`src/rtl/peripheral_operand_loader_pkg.sv`:
```
// Shared types and helpers for the operand loader and its byte bank.
package peripheral_operand_loader_pkg;

   localparam int BYTE_W = 8;

   typedef enum logic [1:0] {
      S_IDLE = 2'd0,
      S_FILL = 2'd1,
      S_FULL = 2'd2
   } ldr_state_t;

   // Index width for a bank of n bytes; at least one bit so a single-byte bank still has a port.
   function automatic int addr_width(input int n);
      return (n > 1) ? $clog2(n) : 1;
   endfunction

endpackage

```
`src/rtl/operand_byte_bank.sv`:
```
// TOTAL x 8 byte register array: one stream write port, optional addressed port
// (OPLOADER_ADDR_WR_EN), flat little-endian byte output.
module operand_byte_bank
   import peripheral_operand_loader_pkg::*;
#(
   parameter int TOTAL  = 8,
   parameter int PTR_W  = 4,
   parameter int ADDR_W = 3
) (
   input  logic                     clk,
   input  logic                     reset,
   input  logic                     stream_we,
   input  logic [PTR_W-1:0]         stream_idx,
   input  logic [BYTE_W-1:0]        stream_data,
`ifdef OPLOADER_ADDR_WR_EN
   input  logic                     wr_en,
   input  logic [ADDR_W-1:0]        wr_addr,
   input  logic [BYTE_W-1:0]        wr_data,
`endif
   output logic [TOTAL*BYTE_W-1:0]  ops
);

   logic [BYTE_W-1:0] bytes [TOTAL];
   logic [TOTAL-1:0]  addr_hit;

`ifdef OPLOADER_ADDR_WR_EN
   // Out-of-range addresses match no lane and are dropped.
   always_comb begin
      addr_hit = '0;
      for (int i = 0; i < TOTAL; i++) begin
         addr_hit[i] = wr_en && (wr_addr == ADDR_W'(i));
      end
   end
`else
   assign addr_hit = '0;
`endif

   // Addressed write beats a stream write to the same byte.
   always_ff @(posedge clk) begin
      for (int i = 0; i < TOTAL; i++) begin
         if (reset) begin
            bytes[i] <= '0;
         end else if (addr_hit[i]) begin
`ifdef OPLOADER_ADDR_WR_EN
            bytes[i] <= wr_data;
`endif
         end else if (stream_we && (stream_idx == PTR_W'(i))) begin
            bytes[i] <= stream_data;
         end
      end
   end

   for (genvar g = 0; g < TOTAL; g++) begin : g_flat
      assign ops[g*BYTE_W +: BYTE_W] = bytes[g];
   end

endmodule

```
`src/rtl/peripheral_operand_loader.sv`:
```
// Assembles NUM_OPS operands from a byte stream and holds them until acknowledged.
// Optional addressed byte write port: define OPLOADER_ADDR_WR_EN.
module peripheral_operand_loader
   import peripheral_operand_loader_pkg::*;
#(
   parameter int NUM_OPS  = 2,
   parameter int OP_WIDTH = 32,
   localparam int BPO     = OP_WIDTH / BYTE_W,
   localparam int TOTAL   = NUM_OPS * BPO,
   localparam int PTR_W   = $clog2(TOTAL + 1),
   localparam int ADDR_W  = addr_width(TOTAL)
) (
   input  logic                        clk,
   input  logic                        reset,
   input  logic [BYTE_W-1:0]           in_data,
   input  logic                        in_valid,
   output logic                        in_ready,
   input  logic                        clear,
   input  logic                        ops_ack,
   output logic                        ops_valid,
   output logic [NUM_OPS*OP_WIDTH-1:0] ops,
   output logic [PTR_W-1:0]            byte_count,
   output logic                        err_overrun,
`ifdef OPLOADER_ADDR_WR_EN
   input  logic                        wr_en,
   input  logic [ADDR_W-1:0]           wr_addr,
   input  logic [BYTE_W-1:0]           wr_data,
`endif
   output ldr_state_t                  fsm_state
);

   // Handshake: a byte transfers on a rising edge where in_valid && in_ready and
   // clear is low; in_ready depends on state only, so the source may not wait on
   // it combinationally. ops are held stable while ops_valid until ops_ack.
   ldr_state_t        state;
   ldr_state_t        next_state;
   logic              accept;
   logic              last_byte;
   logic [PTR_W-1:0]  count;
   logic              overrun;

   assign last_byte = (count == PTR_W'(TOTAL - 1));
   assign fsm_state = state;

   always_ff @(posedge clk) begin
      if (reset) begin
         state <= S_IDLE;
      end else if (clear) begin
         state <= S_IDLE;
      end else begin
         state <= next_state;
      end
   end

   always_comb begin
      next_state = state;
      case (state)
         S_IDLE: if (accept) next_state = last_byte ? S_FULL : S_FILL;
         S_FILL: if (accept && last_byte) next_state = S_FULL;
         S_FULL: if (ops_ack) next_state = S_IDLE;
         default: next_state = S_IDLE;
      endcase
   end

   always_comb begin
      in_ready  = (state != S_FULL);
      ops_valid = (state == S_FULL);
      accept    = in_valid && in_ready && !clear;
   end

   // Count stops at TOTAL because no byte is accepted in S_FULL.
   always_ff @(posedge clk) begin
      if (reset || clear) begin
         count <= '0;
      end else if ((state == S_FULL) && ops_ack) begin
         count <= '0;
      end else if (accept && (count != PTR_W'(TOTAL))) begin
         count <= count + PTR_W'(1);
      end
   end

   always_ff @(posedge clk) begin
      if (reset || clear) begin
         overrun <= 1'b0;
      end else if ((state == S_FULL) && in_valid) begin
         overrun <= 1'b1;
      end
   end

   assign byte_count  = count;
   assign err_overrun = overrun;

   operand_byte_bank #(
      .TOTAL  (TOTAL),
      .PTR_W  (PTR_W),
      .ADDR_W (ADDR_W)
   ) u_bank (
      .clk         (clk),
      .reset       (reset),
      .stream_we   (accept),
      .stream_idx  (count),
      .stream_data (in_data),
`ifdef OPLOADER_ADDR_WR_EN
      .wr_en       (wr_en),
      .wr_addr     (wr_addr),
      .wr_data     (wr_data),
`endif
      .ops         (ops)
   );

endmodule

```
`config.mk`:
```
export PLATFORM = sky130hd
export DESIGN_NAME = peripheral_operand_loader
export DESIGN_NICKNAME = d
export VERILOG_FILES = /design/src/rtl/peripheral_operand_loader_pkg.sv /design/src/rtl/operand_byte_bank.sv /design/src/rtl/peripheral_operand_loader.sv
export SDC_FILE = /design/constraint.sdc
export NUM_CORES = 1
export LEC_CHECK = 0
export BUFFER_PORTS_ARGS = -buffer_cell sky130_fd_sc_hd__clkbuf_2
export CAP_MARGIN = 15
export CORE_MARGIN = 4
export CORE_UTILIZATION = 51
export CTS_CLUSTER_SIZE = 12
export DETAILED_ROUTE_END_ITERATION = 8
export PLACE_DENSITY = 0.79
export REMOVE_ABC_BUFFERS = 1
export SETUP_SLACK_MARGIN = 0.05
export SYNTH_ARGS = -nofsm -noshare
export SYNTH_HDL_FRONTEND = slang
export SYNTH_SLANG_ARGS = --single-unit
```
`constraint.sdc`:
```
create_clock -name clk -period 2.71 [get_ports clk]
set_clock_uncertainty 0.1 [all_clocks]
set_input_delay 0.1355 -clock clk [delete_from_list [all_inputs] [get_ports clk]]
set_output_delay 0.1355 -clock clk [all_outputs]
set_load 0.005 [all_outputs]
```
==> results of run 1 <==
-- per-stage QoR --
stage                     hold slack, ns  total power [mW]
after floorplan                    0.112              1.31
after global placement             0.312              1.39
after detailed placement           0.324              1.39
after CTS                        0.00758              2.15
after global routing              0.0298              2.21
final                             0.0222              2.14
-- state kept, by name, summed over array words and instances, names as in the netlist --
signal        cells
fsm_state         2
u_bank.bytes     64
err_overrun       1
byte_count        4
-- synth_stat cells, drive strengths merged --
master | n | area share, %
edfxtp | 64 | 68
dfxtp | 7 | 4.9
o31ai | 8 | 2.1
o221ai | 1 | 0.31
nand2 | 17 | 2.2
nand2b | 2 | 0.44
or4 | 1 | 0.26
inv | 5 | 0.66
buf | 8 | 2.2
or3 | 1 | 0.22
or4b | 1 | 0.35
nand3b | 1 | 0.26
and3b | 1 | 0.31
ha | 4 | 1.8
o32a | 1 | 0.35
nor2b | 11 | 2.7
a21oi | 6 | 1.1
nand4 | 2 | 0.44
clkbuf | 3 | 0.44
nor2 | 67 | 8.9
o21ai | 5 | 0.88
nor3 | 2 | 0.35
nand3 | 4 | 1.2
-- worst min-delay path, stage by stage --
cell and delay, ns:
sky130_fd_sc_hd__clkbuf_2 0.10, sky130_fd_sc_hd__o32a_1 0.14, sky130_fd_sc_hd__nor3_1 0.04
-- cell type report --
cell class,count,area (um^2)
sequential,71,2060
fill,382,1710
multi-input combinational,135,686
timing repair buffer,94,495
clock buffer,10,128
tap,70,87.6
clock inverter,6,51.3
inverter,5,18.8
-- path summary, 6_finish.rpt --
check | start | endpoint | slack (ns) | cells after the start
hold reg to reg | fsm_state[1] | fsm_state[0] | 0.36 | 1
setup / recovery | clear | u_bank.bytes[0][18] | 0.39 | 6
hold / removal | ops_ack | fsm_state[1] | 0.02 | 3
setup reg to reg | byte_count[1] | u_bank.bytes[0][30] | 0.53 | 5
-- cells by family (layout without fill, tap and decap cells) --
group / after synthesis / after routing / share of synthesized area, %
buffers and inverters: 16 / 115 / 3.26
AOI/OAI and AO/OA: 21 / 21 / 4.71
adders and majority gates: 4 / 4 / 1.76
and+or+nand+nor: 110 / 110 / 17.7
DFF: 71 / 71 / 72.6
-- timing repair --
| item | 4_1_cts | 5_1_grt |
|---|---|---|
| endpoints found under the hold margin | 2 | 0 |
| setup buffers | 0 | 0 |
| hold buffers | 1 | 0 |
-- where the power goes --
group	internal, mW	switching, mW	leakage [nW]
combinational	0.0504	0.0746	0.602
clock	0.413	0.359	0.0925
sequential	1.23	0.0132	0.720
-- layer usage --
| metal | track usage [%] | up-vias | part of all wire (%) |
|---|---|---|---|
| li1 | - | 965 | - |
| met1 | 24.9 | 936 | 38 |
| met2 | 30.9 | 93 | 50 |
| met3 | 3.58 | 17 | 8.6 |
| met4 | 12.9 | 0 | 3.0 |
| met5 | 0 | - | 0 |
==> summary.txt, run 1 <==
CTS
----------------------------------------------------------------------------------------
Maximum level of the CTS H-tree ...........................................            3
CTS Root Cell ............................................................. sky130_fd_sc_hd__clkbuf_8
Total clock sinks .........................................................           71
Clock insertion delay at the later pin of the skew report .................      0.34 ns
Clock transition at the registers of the reported paths ...................      0.07 ns
Total CTS buffers .........................................................            9
Resize count post-CTS .....................................................            0
Clock buffer depth ........................................................            2
TritonCTS clock tree ......................................................         done

ROUTE
----------------------------------------------------------------------------------------
Routed Wire Length ........................................................      6.17 mm
Iter 0 DRT Violations .....................................................          135
Via total after detailed routing ..........................................         2011
DRC violations left .......................................................            0
Average via count per standard cell .......................................         5.14
Routed len/inst ...........................................................      15.8 um
TritonRoute pass-1 iters ..................................................            4
Routed Antenna Nets .......................................................            0

WORST SETUP PATH
----------------------------------------------------------------------------------------
Required time of the worst setup path .....................................      2.66 ns
Largest driver fanout on the critical path ................................           18
CP startpoint kind ........................................................    input pin
Max stage delay cell, worst path .......................................... sky130_fd_sc_hd__dlygate4sd3_1
Sort of element at the end of the critical path ...........................     register
CP delay by family, top ................................................... buffers and inverters
Largest stage delay on the critical path ..................................      0.53 ns
Data arrival time at the worst-slack endpoint .............................      2.27 ns
Combined buffer and inverter count along the critical path ................            3
Critical-path cell list ................................................... dlygate4sd3_1, clkbuf_2, nor2b_1, nand3_2, o31ai_1, buf_4
Critical path type ........................................................       in2reg

DIE
----------------------------------------------------------------------------------------
Die X .....................................................................      82.6 um
I/O pins ..................................................................           86
Full die area .............................................................    6830 um^2
Chip height ...............................................................      82.6 um
Starting Density ..........................................................        54.2%
Std cell rows .............................................................           26
Core Footprint ............................................................    5240 um^2

GLOBAL ROUTE
----------------------------------------------------------------------------------------
Remaining global-route overflow ...........................................            0
Pin count of the biggest net entering global routing ......................           19
Gr usage total ............................................................        19.7%
Initial antenna violation count ...........................................            0
Vias in the first global route ............................................         1935
Global-route wire length before repair ....................................      9.54 mm

PLACEMENT
----------------------------------------------------------------------------------------
Port bufs .................................................................           85
Post-DP Area ..............................................................    3340 um^2
Detailed placement HPWL ...................................................      4.53 mm
DP Cell Count .............................................................          374
Worst slack, placed .......................................................     0.546 ns
Global placer's final weighted congestion .................................        0.827

SYNTHESIS
----------------------------------------------------------------------------------------
Seq/Total Area, Yosys .....................................................        72.6%
Post-synthesis register bit count .........................................           71
Synthesized instance count ................................................          222
Cell area after synthesis .................................................    2840 um^2
Count of distinct cell types in the synthesized netlist ...................           30
Synthesized area per cell .................................................    12.8 um^2
Yosys warning total .......................................................            0

PWR
----------------------------------------------------------------------------------------
Worst ir drop on vdd ......................................................     0.311 mV
Power per standard cell area ..............................................  606 nW/um^2
Leakage power .............................................................      1.41 nW

RUN
----------------------------------------------------------------------------------------
Count of max-cap constraint violations ....................................            0

STA
----------------------------------------------------------------------------------------
Slack of the critical path ................................................     0.389 ns
Portion of the clock cycle consumed by the worst path in the final layout .        85.7%
Worst slew pin tran .......................................................     0.562 ns
RSZ-0062 raised after global routing ......................................           no
Count of final setup violators ............................................            0
Worst slew slack as a fraction of its limit ...............................        62.5%
Final critical path time including I/O delays and setup ...................      2.32 ns
Top achievable clock speed ................................................      431 MHz
Fin. Hold Viols ...........................................................            0
Final-report max-slew violation count .....................................            0
Post-route setup TNS ......................................................         0 ns

LAYOUT
----------------------------------------------------------------------------------------
Final core area utilization ...............................................        67.4%
Fraction of layout cells with a size suffix above 1 .......................        34.3%
Layout Area Growth over Synthesis .........................................        24.2%
Leading cell types in the layout, fill and taps excluded .................. 85 x sky130_fd_sc_hd__clkbuf_2, 67 x sky130_fd_sc_hd__nor2_1, 64 x sky130_fd_sc_hd__edfxtp_1
Design area ...............................................................    3530 um^2
Antenna cell count ........................................................            0
Commonest non-fill, non-tap cell in the layout ............................ sky130_fd_sc_hd__clkbuf_2
Net total in the final layout .............................................          333
Non-Filler Instances ......................................................          391

STATUS
----------------------------------------------------------------------------------------
Status .................................................................... finished, final reports clean

WORST HOLD PATH
----------------------------------------------------------------------------------------
Type of the worst min-delay path ..........................................       in2reg

No activity file was read; power rests on OpenSTA's default activity.
==> inputs of run 2 (changes only) <==
- HOLD_SLACK_MARGIN: default -> 0.03
==> run 2 against run 1 <==
Effect of this change: flip-flop and latch count is the same; die area unchanged; clock power hardly changed; power up 0.16%; worst setup slack improved by 0.0046 ns.
==> summary.txt, run 2 (synthesis gave the netlist of run 1 again) <==
STATUS
----------------------------------------------------------------------------------------
Status .................................................................... finished, final reports clean

STA
----------------------------------------------------------------------------------------
Top achievable clock speed ................................................      432 MHz
Count of final setup violators ............................................            0
Worst slew pin tran .......................................................     0.564 ns
Final critical path time including I/O delays and setup ...................      2.32 ns
Final-report max-slew violation count .....................................            0
Fin. Hold Viols ...........................................................            0
Worst slack on hold paths .................................................    0.0603 ns
Portion of the clock cycle consumed by the worst path in the final layout .        85.5%
RSZ-0062 raised after global routing ......................................           no
Post-route setup TNS ......................................................         0 ns
Worst slew slack as a fraction of its limit ...............................        62.4%

WORST SETUP PATH
----------------------------------------------------------------------------------------
Sort of element at the end of the critical path ...........................     register
Required time of the worst setup path .....................................      2.66 ns
Largest driver fanout on the critical path ................................           18
Data arrival time at the worst-slack endpoint .............................      2.27 ns
CP startpoint kind ........................................................    input pin
Critical path type ........................................................       in2reg

ROUTE
----------------------------------------------------------------------------------------
DRC violations left .......................................................            0
Sum of routed wire segments on met1 .......................................      2.37 mm
Via total after detailed routing ..........................................         2027
Routed len/inst ...........................................................      15.8 um
Metal3 WL .................................................................       519 um
Iter 0 DRT Violations .....................................................          175
TritonRoute pass-1 iters ..................................................            4
Met2 Routed Length ........................................................      3.13 mm
Routed Antenna Nets .......................................................            0
Highest metal layer used by the detailed router ...........................         met4
Routed Wire Length ........................................................      6.20 mm
Average via count per standard cell .......................................         5.16

GLOBAL ROUTE
----------------------------------------------------------------------------------------
Remaining global-route overflow ...........................................            0
Gr usage total ............................................................        19.8%
Pin count of the biggest net entering global routing ......................           19
Vias in the first global route ............................................         1951
Initial antenna violation count ...........................................            0
Global-route wire length before repair ....................................      9.63 mm

LAYOUT
----------------------------------------------------------------------------------------
Final core area utilization ...............................................        67.7%
Net total in the final layout .............................................          335
Max FFs per register ......................................................           64
Top register by number of flip-flops ...................................... u_bank.bytes
Antenna cell count ........................................................            0
Leading cell types in the layout, fill and taps excluded .................. 85 x sky130_fd_sc_hd__clkbuf_2, 67 x sky130_fd_sc_hd__nor2_1, 64 x sky130_fd_sc_hd__edfxtp_1
Design area ...............................................................    3550 um^2
Fraction of layout cells with a size suffix above 1 .......................        34.1%
Layout Area Growth over Synthesis .........................................        24.9%
Commonest non-fill, non-tap cell in the layout ............................ sky130_fd_sc_hd__clkbuf_2

CTS
----------------------------------------------------------------------------------------
Clock insertion delay at the later pin of the skew report .................      0.34 ns
Total CTS buffers .........................................................            9
Clock buffer depth ........................................................            2
Maximum level of the CTS H-tree ...........................................            3
Clock transition at the registers of the reported paths ...................      0.07 ns
TritonCTS clock tree ......................................................         done
CTS Root Cell ............................................................. sky130_fd_sc_hd__clkbuf_8
Total clock sinks .........................................................           71
Resize count post-CTS .....................................................            0

DIE
----------------------------------------------------------------------------------------
Die X .....................................................................      82.6 um
Starting Density ..........................................................        54.2%
Std cell rows .............................................................           26
Full die area .............................................................    6830 um^2
Core Footprint ............................................................    5240 um^2
Chip height ...............................................................      82.6 um
I/O pins ..................................................................           86

PWR
----------------------------------------------------------------------------------------
Leakage power .............................................................      1.43 nW
Power per standard cell area ..............................................  603 nW/um^2
Switching power ...........................................................     0.449 mW
Sequential share of power .................................................        58.0%
Pint ......................................................................      1.69 mW
Power Total ...............................................................      2.14 mW
Power share of the clock group ............................................        36.1%
Combinational group share of total power ..................................         5.9%
Worst ir drop on vdd ......................................................     0.311 mV
Share of total power consumed by net switching ............................        21.0%

RUN
----------------------------------------------------------------------------------------
Count of max-cap constraint violations ....................................            0

PLACEMENT
----------------------------------------------------------------------------------------
Global placer's final weighted congestion .................................        0.827
Detailed placement HPWL ...................................................      4.53 mm
Post-DP Area ..............................................................    3340 um^2
Port bufs .................................................................           85

WORST HOLD PATH
----------------------------------------------------------------------------------------
Type of the worst min-delay path ..........................................       in2reg

run 2: cell count changes in the layout (fill, tap and decap cells not counted):
cell,previous run,this run
sky130_fd_sc_hd__dlygate4sd3_1,1,3
run 2: metrics by stage:
stage,setup WS (ns),instances
2_1_floorplan,0.307,211
3_3_place_gp,0.614,374
3_5_place_dp,0.546,374
4_1_cts,0.406,393
5_1_grt,0.224,393
6_report,0.393,393
run 2: power groups by stage:
stage | clock network [mW] | logic (mW) | registers [mW]
2_1_floorplan | 0 | 0.0418 | 1.27
3_3_place_gp | 0 | 0.121 | 1.27
3_5_place_dp | 0 | 0.125 | 1.27
4_1_cts | 0.782 | 0.128 | 1.24
5_1_grt | 0.830 | 0.140 | 1.24
6_report | 0.774 | 0.126 | 1.24
run 2: final cells by class:
type	instances	area, um^2
Sequential cell	71	2060
Fill cell	380	1690
Multi-Input combinational cell	135	686
Timing Repair Buffer	96	515
Clock buffer	10	128
Tap cell	70	87.6
Clock inverter	6	51.3
Inverter	5	18.8
run 2: repair_timing:
item	CTS	global route
hold buffers	3	0
setup buffers	0	0
hold endpoints to repair	2	0
run 2: final timing paths:
check	from	endpoint	slack, ns	cells after the start
min reg2reg	fsm_state[1]	fsm_state[0]	0.36	1
max	clear	u_bank.bytes[0][18]	0.39	6
max reg2reg	byte_count[1]	u_bank.bytes[0][30]	0.53	5
min	reset	fsm_state[1]	0.06	2
run 2: critical path, stage by stage:
cell and delay [ns]:
sky130_fd_sc_hd__dlygate4sd3_1 0.53, sky130_fd_sc_hd__clkbuf_2 0.16, sky130_fd_sc_hd__nor2b_1 0.43, sky130_fd_sc_hd__nand3_2 0.43, sky130_fd_sc_hd__o31ai_1 0.36, sky130_fd_sc_hd__buf_4 0.22
run 2: per-layer routing:
layer	track usage, %	up-vias
li1	-	971
met4	12.9	0
met5	0	-
met1	25.1	946
met3	3.58	17
met2	31.3	93
